$ cat config.mk
export PLATFORM = sky130hd
export DESIGN_NAME = m_seg_scroll_reader
export DESIGN_NICKNAME = d
export VERILOG_FILES = /design/src/rtl/m_seg_scroll_reader.sv
export SDC_FILE = /design/constraint.sdc
export NUM_CORES = 1
export LEC_CHECK = 0
export ABC_AREA = 1
export BUFFER_PORTS_ARGS = -buffer_cell sky130_fd_sc_hd__buf_2
export CORE_MARGIN = 2
export CORE_UTILIZATION = 32
export DETAILED_ROUTE_END_ITERATION = 6
export MAX_ROUTING_LAYER = met4
export PLACE_DENSITY_LB_ADDON = 0.25
export SKIP_CTS_REPAIR_TIMING = 1
export SYNTH_ARGS = -nofsm -noshare
export SYNTH_HDL_FRONTEND = slang
export SYNTH_SLANG_ARGS = --single-unit
$ cat constraint.sdc
create_clock -name clk -period 1.5 [get_ports clk]
set_input_delay 0.15 -clock clk [delete_from_list [all_inputs] [get_ports clk]]
set_output_delay 0.15 -clock clk [all_outputs]
set_load 0.005 [all_outputs]
$ cat src/rtl/m_seg_scroll_reader.sv
// m_seg_scroll_reader: scrolls 16 ROM glyphs through an NDIGIT buffer and multiplexes it onto 7-segment digits.
// Define MUX_BLANK_EN to blank the first BLANK_CYC cycles of every digit slot.
module m_seg_scroll_reader #(
    parameter int NDIGIT     = 4,
    parameter int SCROLL_DIV = 25000000,
    parameter int MUX_DIV    = 50000,
    parameter int BLANK_CYC  = 8
) (
    input  logic              clk,
    input  logic              rst_n,
    input  logic              run,
    input  logic              sel,
    output logic              rom_sw,
    output logic [3:0]        rom_adr,
    input  logic [7:0]        rom_dat,
    output logic [7:0]        seg,
    output logic [NDIGIT-1:0] an,
    output logic              frame_done
);
    localparam int SW = $clog2(SCROLL_DIV);
    localparam int MW = $clog2(MUX_DIV);
    localparam int IW = $clog2(NDIGIT);
`ifdef MUX_BLANK_EN
    localparam logic BLANK_ON = 1'b1;
`else
    localparam logic BLANK_ON = 1'b0;
`endif

    typedef enum logic [1:0] {IDLE, FETCH, LOAD} state_t;

    state_t                 state, state_nx;
    logic [SW-1:0]          sc_cnt;
    logic [MW-1:0]          mux_cnt;
    logic [IW-1:0]          idx;
    logic [NDIGIT-1:0][7:0] dbuf;
    logic                   sel_chg, tick, load, mux_wrap, blank;

    assign sel_chg    = sel != rom_sw;
    assign tick       = run && sc_cnt == SW'(SCROLL_DIV - 1);
    assign load       = state == LOAD && !sel_chg;
    assign frame_done = load && rom_adr == 4'hf;
    assign mux_wrap   = mux_cnt == MW'(MUX_DIV - 1);
    assign blank      = BLANK_ON && mux_cnt < MW'(BLANK_CYC);

    always_comb begin
        state_nx = sel_chg         ? IDLE :
                   state == IDLE   ? (tick ? FETCH : IDLE) :
                   state == FETCH  ? LOAD : IDLE;
    end

    // a message switch restarts the scroll from a blank buffer and drops any in-flight step
    always_ff @(posedge clk or negedge rst_n) begin
        if (!rst_n) begin
            state   <= IDLE;
            sc_cnt  <= '0;
            rom_sw  <= 1'b0;
            rom_adr <= 4'h0;
            dbuf    <= '1;
        end else begin
            state  <= state_nx;
            rom_sw <= sel;
            sc_cnt <= (sel_chg || !run || tick) ? '0 : sc_cnt + 1'b1;
            if (sel_chg) begin
                rom_adr <= 4'h0;
                dbuf    <= '1;
            end else if (load) begin
                rom_adr <= rom_adr + 4'h1;
                dbuf    <= {dbuf[NDIGIT-2:0], rom_dat};
            end
        end
    end

    always_ff @(posedge clk or negedge rst_n) begin
        if (!rst_n) begin
            mux_cnt <= '0;
            idx     <= '0;
            seg     <= 8'hFF;
            an      <= '1;
        end else begin
            mux_cnt <= mux_wrap ? '0 : mux_cnt + 1'b1;
            if (mux_wrap)
                idx <= (idx == IW'(NDIGIT - 1)) ? '0 : idx + 1'b1;
            seg <= blank ? 8'hFF : dbuf[idx];
            an  <= blank ? '1 : ~(NDIGIT'(1) << idx);
        end
    end
endmodule

After elaboration in Yosys (flattened, before gate mapping)
Cells that the tools add are included.
- $mul: 0
- add/subtract/negate cells: 4
- reductions and logical operators: 9
- shift-type cells: 1
- eq/ne operators: 7
- muxes and demuxes: 13
- divide/modulo/power cells: 0
- magnitude comparators: 1
- bitwise gates (word level): 1
- operator list (kind ; number):
    2-to-1 mux 32 bit ; 2
    adder 25 x 1 -> 25 bit (second input constant) ; 1
    equality test 25 bit (second input constant) ; 1
    2-to-1 mux 25 bit ; 1
    adder 16 x 1 -> 16 bit (second input constant) ; 1
    binary-select mux 8 bit (select 2 bit) ; 1
    equality test 16 bit (second input constant) ; 1
    2-to-1 mux 16 bit ; 1
    2-to-1 mux 2 bit ; 4
    2-to-1 mux 4 bit ; 2
    2-to-1 mux 8 bit ; 1
    adder 4 x 1 -> 4 bit (second input constant) ; 1
    equality test 2 bit (second input constant) ; 2
    equality test 4 bit (second input constant) ; 1
    NOT 4 bit ; 1
    << shifter 1 x 2 -> 4 bit (first input constant) ; 1
    logical AND 1 bit ; 3
    less-than comparator 2 x 3 -> 1 bit (second input constant) ; 1
    adder 2 x 1 -> 2 bit (second input constant) ; 1
    equality test 2 x 1 -> 1 bit (second input constant) ; 1
    logical NOT 1 bit ; 2
    logical NOT 2 bit ; 1
    logical OR 1 bit ; 2
    nonzero test 2 bit ; 1
    2 further kinds ; 2
- bits in registers: 94
- memories kept: 0
- input port bits: 12
- ROM bits: 0
- memory bits (writable): 0
- logic and storage cells: 48
- bits in latches: 0

Longest topological paths before layout
- depth after elaboration: 5
- gate-level depth with buffers: 9
- mapped depth without buffers: 9

Least setup slack after synthesis
Ideal clock, no wire load.
- kind: register to register
- start point: register sc_cnt[0]
- end point: register sc_cnt[12]
- stages on the path, launching flop included: 10
- setup slack: 0.084 ns
- data arrival time: 1.298 ns
- library setup time: 0.119 ns
- period minus slack after synthesis: 1.416 ns
- cells stage by stage: dfrtp_1 ha_1 nand2_2 nor2_4 nand2_1 nor2_1 nand2_1 nand2_4 buf_6 nor2_1
- longest elaborated chain between the ends: 4
- elaborated cells between the ends (all ways): 5
- ends and longest elaborated chain (what ; RTL line ; RTL):
    from (decl) ; 32 ; logic [SW-1:0] sc_cnt;
    from (signal assigned) ; 62 ; sc_cnt <= (sel_chg || !run || tick) ? '0 : sc_cnt + 1'b1;
    branches (longest 3 deep; another with adder 25 x 1 -> 25 bit) ; - ;
    2-to-1 mux 25 bit (*) ; 62 ;
Every way passes the cells marked *.
A chain may end at the register's enable or synchronous reset.

Worst setup path in the final report
- start point: register sc_cnt[1]
- end point: register sc_cnt[12]
Same word-level chain as after synthesis.

==> impl_metrics.csv <==
group,metric,value,unit
layout,nets,631,
drt,final_antenna_net_count,0,
timing,slew_violations,0,
worst_setup_path,cp.arrival,1720,ps
drt,routedWlPerCell,12.40,um
layout,finish.utilization,0.3986,
worst_setup_path,start_kind,"flop",
timing,finalCritPeriodShare,0.9955,
synth,yosysWarningCount,0,
floorplan,io_pins,30,
worst_setup_path,cpLargestDelayFamily,"simple AND/OR/NAND/NOR gates",
layout,insertedDiodeCount,0,
cts,clk_latency,350,ps
drt,first_iter_violations,150,
synth,synth_edf_count,0,
timing,final_hold_viol_count,0,
layout,fin_area,5533,um2
synth,ys_seq_area_frac,0.5294,
worst_setup_path,crit_chain,"ha_2, nand2_2, nor2_4, nand2_1, nor2_2, nand2_4, nand2_4, nor2_1",
worst_setup_path,r2r-end,"sc_cnt[12]",
timing,finalSetupViolCount,0,
cts,cts_tree,"done",
layout,area_delta_synth_final,21.68,%
timing,worst_slew_pin_slew,342.7,ps
global_routing,grt_antenna_before_repair,0,
worst_setup_path,cpPeakStageDelay,370,ps
timing,skew,7.476,ps
floorplan,die_area,15180,um2
placement,io_buffers,29,
cts,cts_buffers,9,
timing,slew_headroom,0.7698,
cts,clkSinkCount,94,
timing,fin_crit,1493,ps
worst_hold_path,hold_depth,3,
synth,synth-seq-cells,94,
synth,synth.avg_cell_area,8.267,um2
synth,syn_nets,569,
worst_hold_path,hold_path_class,"in2reg",
layout,multi_input_comb_area,1912,um2
global_routing,grt_pass1_vias,3515,
drt,drtPass1Iterations,4,
floorplan,die_y,123.2,um
worst_setup_path,crit_path_frequent_cell,"nand2_4",
worst_hold_path,worstHoldEndpoint,"dbuf[3]",
power_and_ir_drop,ir_drop,702.1,uV
synth,synth_ff_type,"dfrtp_1",
layout,drive_above_1_share,0.2496,
worst_setup_path,reg2reg_slack,7,ps
power_and_ir_drop,powerDensity,891.3,nW/um2
floorplan,die_w,123.2,um
run,drv_cap,0,
drt,vias,3645,
placement,dpl_cell_area,5019,um2
run_status,status,"complete, no violations",
synth,syn_inst,550,
worst_setup_path,path_buf_inv,0,
synth,syn_area,4547,um2
timing,tns,0,ps
timing,rsz0062_at_grt,"yes",
global_routing,grt_max_degree,47,
floorplan,core-area,13880,um2
placement,dp_hpwl,6848,um
power_and_ir_drop,power,4.931,mW
cts,cts-root-buf,"clkbuf_16",
timing,fin_hold_ws,44.03,ps
layout,regArea,2410,um2
worst_setup_path,worstPathRequired,1730,ps
global_routing,grt-ovfl-total,0,
cts,clk_path_buf_depth,2,
floorplan,start_util,0.3276,
global_routing,grtUsageTotal,0.1421,
cts,htreeDepth,3,
worst_setup_path,critPathKind,"reg2reg",
global_routing,grt_pass1_wl,16390,um
worst_setup_path,critical_path.max_fanout,6,
drt,via_per_inst,4.573,
drt,drc,0,
floorplan,rows,43,
worst_setup_path,r2r_cells,8,
worst_setup_path,r2r_start,"sc_cnt[1]",
worst_setup_path,end_kind,"flop",
timing,max_freq,669.7,MHz
worst_setup_path,slowest_stage,"dfrtp_1",
synth,synth.distinct_cells,29,
layout,fillCellCount,1425,
cts,clk_pin_slew_worst_paths,70,ps
drt,routed_wl,9880,um
worst_hold_path,min-delay-start,"rom_dat[3]",
placement,gp_congestion,0.9222,
synth,async_flop_share,1.000,
power_and_ir_drop,p_leak,2.579,nW
==> registers in the layout, indices dropped and copies added (netlist names) <==
register,cells
dbuf,32
sc_cnt,25
mux_cnt,16
seg,8
an,4
rom_adr,4
idx,2
state,2
rom_sw,1
==> kinds of logic after synthesis <==
family	share of synthesized area
XOR/XNOR	0.03660
flip-flops	0.5294
buffers and inverters	0.08145
AND/OR/NAND/NOR	0.2397
AO/OA/AOI/OAI	0.09357
adder cells (fa/ha/maj)	0.01926
==> per-stage QoR <==
step | instances | setup slack, ps
final | 797 | 6.766
after global routing | 797 | -105.2
after CTS | 783 | -226.5
after detailed placement | 767 | -8.127
after global placement | 767 | 39.97
after floorplan | 550 | 83.79
==> synth_stat cells, types with 5 or more instances <==
master	n	area (um2)
nor3_1	12	60.06
xor2_1	11	96.34
nor2_1	114	427.9
nand3_1	21	105.1
buf_2	5	25.02
a21oi_1	45	225.2
ha_1	7	87.58
xnor2_1	8	70.07
dfrtp_1	50	1251
dfstp_2	44	1156
a22oi_1	16	120.1
nand4_1	5	31.28
o21ai_0	12	60.06
nand2_1	101	379.1
inv_1	75	281.5
==> report_power, final <==
part	switching [mW]	internal (mW)
registers	0.00352	2.55
clock network	0.992	1.19
logic	0.133	0.0678
total	1.13	3.80
==> final cells by class <==
| cell class | count | share of cell area |
|---|---|---|
| clock inverter | 5 | 0.007010 |
| tap | 180 | 0.04071 |
| inverter | 79 | 0.05360 |
| clock buffer | 11 | 0.04387 |
| sequential | 94 | 0.4355 |
| timing repair buffer | 58 | 0.07372 |
| multi-input combinational | 370 | 0.3455 |
==> routing by layer <==
| layer | vias to the layer above | share of wire | routed length [um] | GRT usage |
|---|---|---|---|---|
| met5 | - | 0 | 0 | - |
| met4 | 0 | 0.013 | 131 | 0.03622 |
| met3 | 9 | 0.033 | 323 | 0.04336 |
| met2 | 45 | 0.48 | 4770 | 0.2236 |
| met1 | 1736 | 0.47 | 4654 | 0.1788 |
| li1 | 1855 | - | - | - |
==> how the worst max path moves through the flow <==
stage	startpoint	endpoint	depth (start not counted)
4_1_cts	rom_sw	frame_done	6
3_3_place_gp	sc_cnt[1]	sc_cnt[9]	8
3_5_place_dp	sc_cnt[1]	sc_cnt[5]	8
2_1_floorplan	sc_cnt[0]	sc_cnt[12]	9
6_report	sc_cnt[1]	sc_cnt[12]	8
5_1_grt	sc_cnt[15]	sc_cnt[23]	8
==> cell usage in the layout (no fill, tap or decap), types with 3 or more instances in the layout <==
cell and instances:
nor2_1 103, nand2_1 98, inv_1 73, dfrtp_1 48, a21oi_1 45, dfstp_2 44
buf_2 28, buf_4 25, nand3_1 21, a22oi_1 16, o21ai_0 11, nor2_2 11
xor2_1 11, nor3_1 9, clkbuf_16 9, xnor2_1 8, inv_2 6, nand4_1 5
ha_1 5, nand2_2 4, nor2_4 4, nor3_2 3, nand2_4 3, nand2_8 3
inv_4 3, buf_12 3
==> worst min-delay path, delay by kind of cell <==
family,cells,cell delay [ps]
and+or+nand+nor,1,100
buffers and inverters,1,90
AOI/OAI and AO/OA,1,50
(Power assumes the default switching activity.)
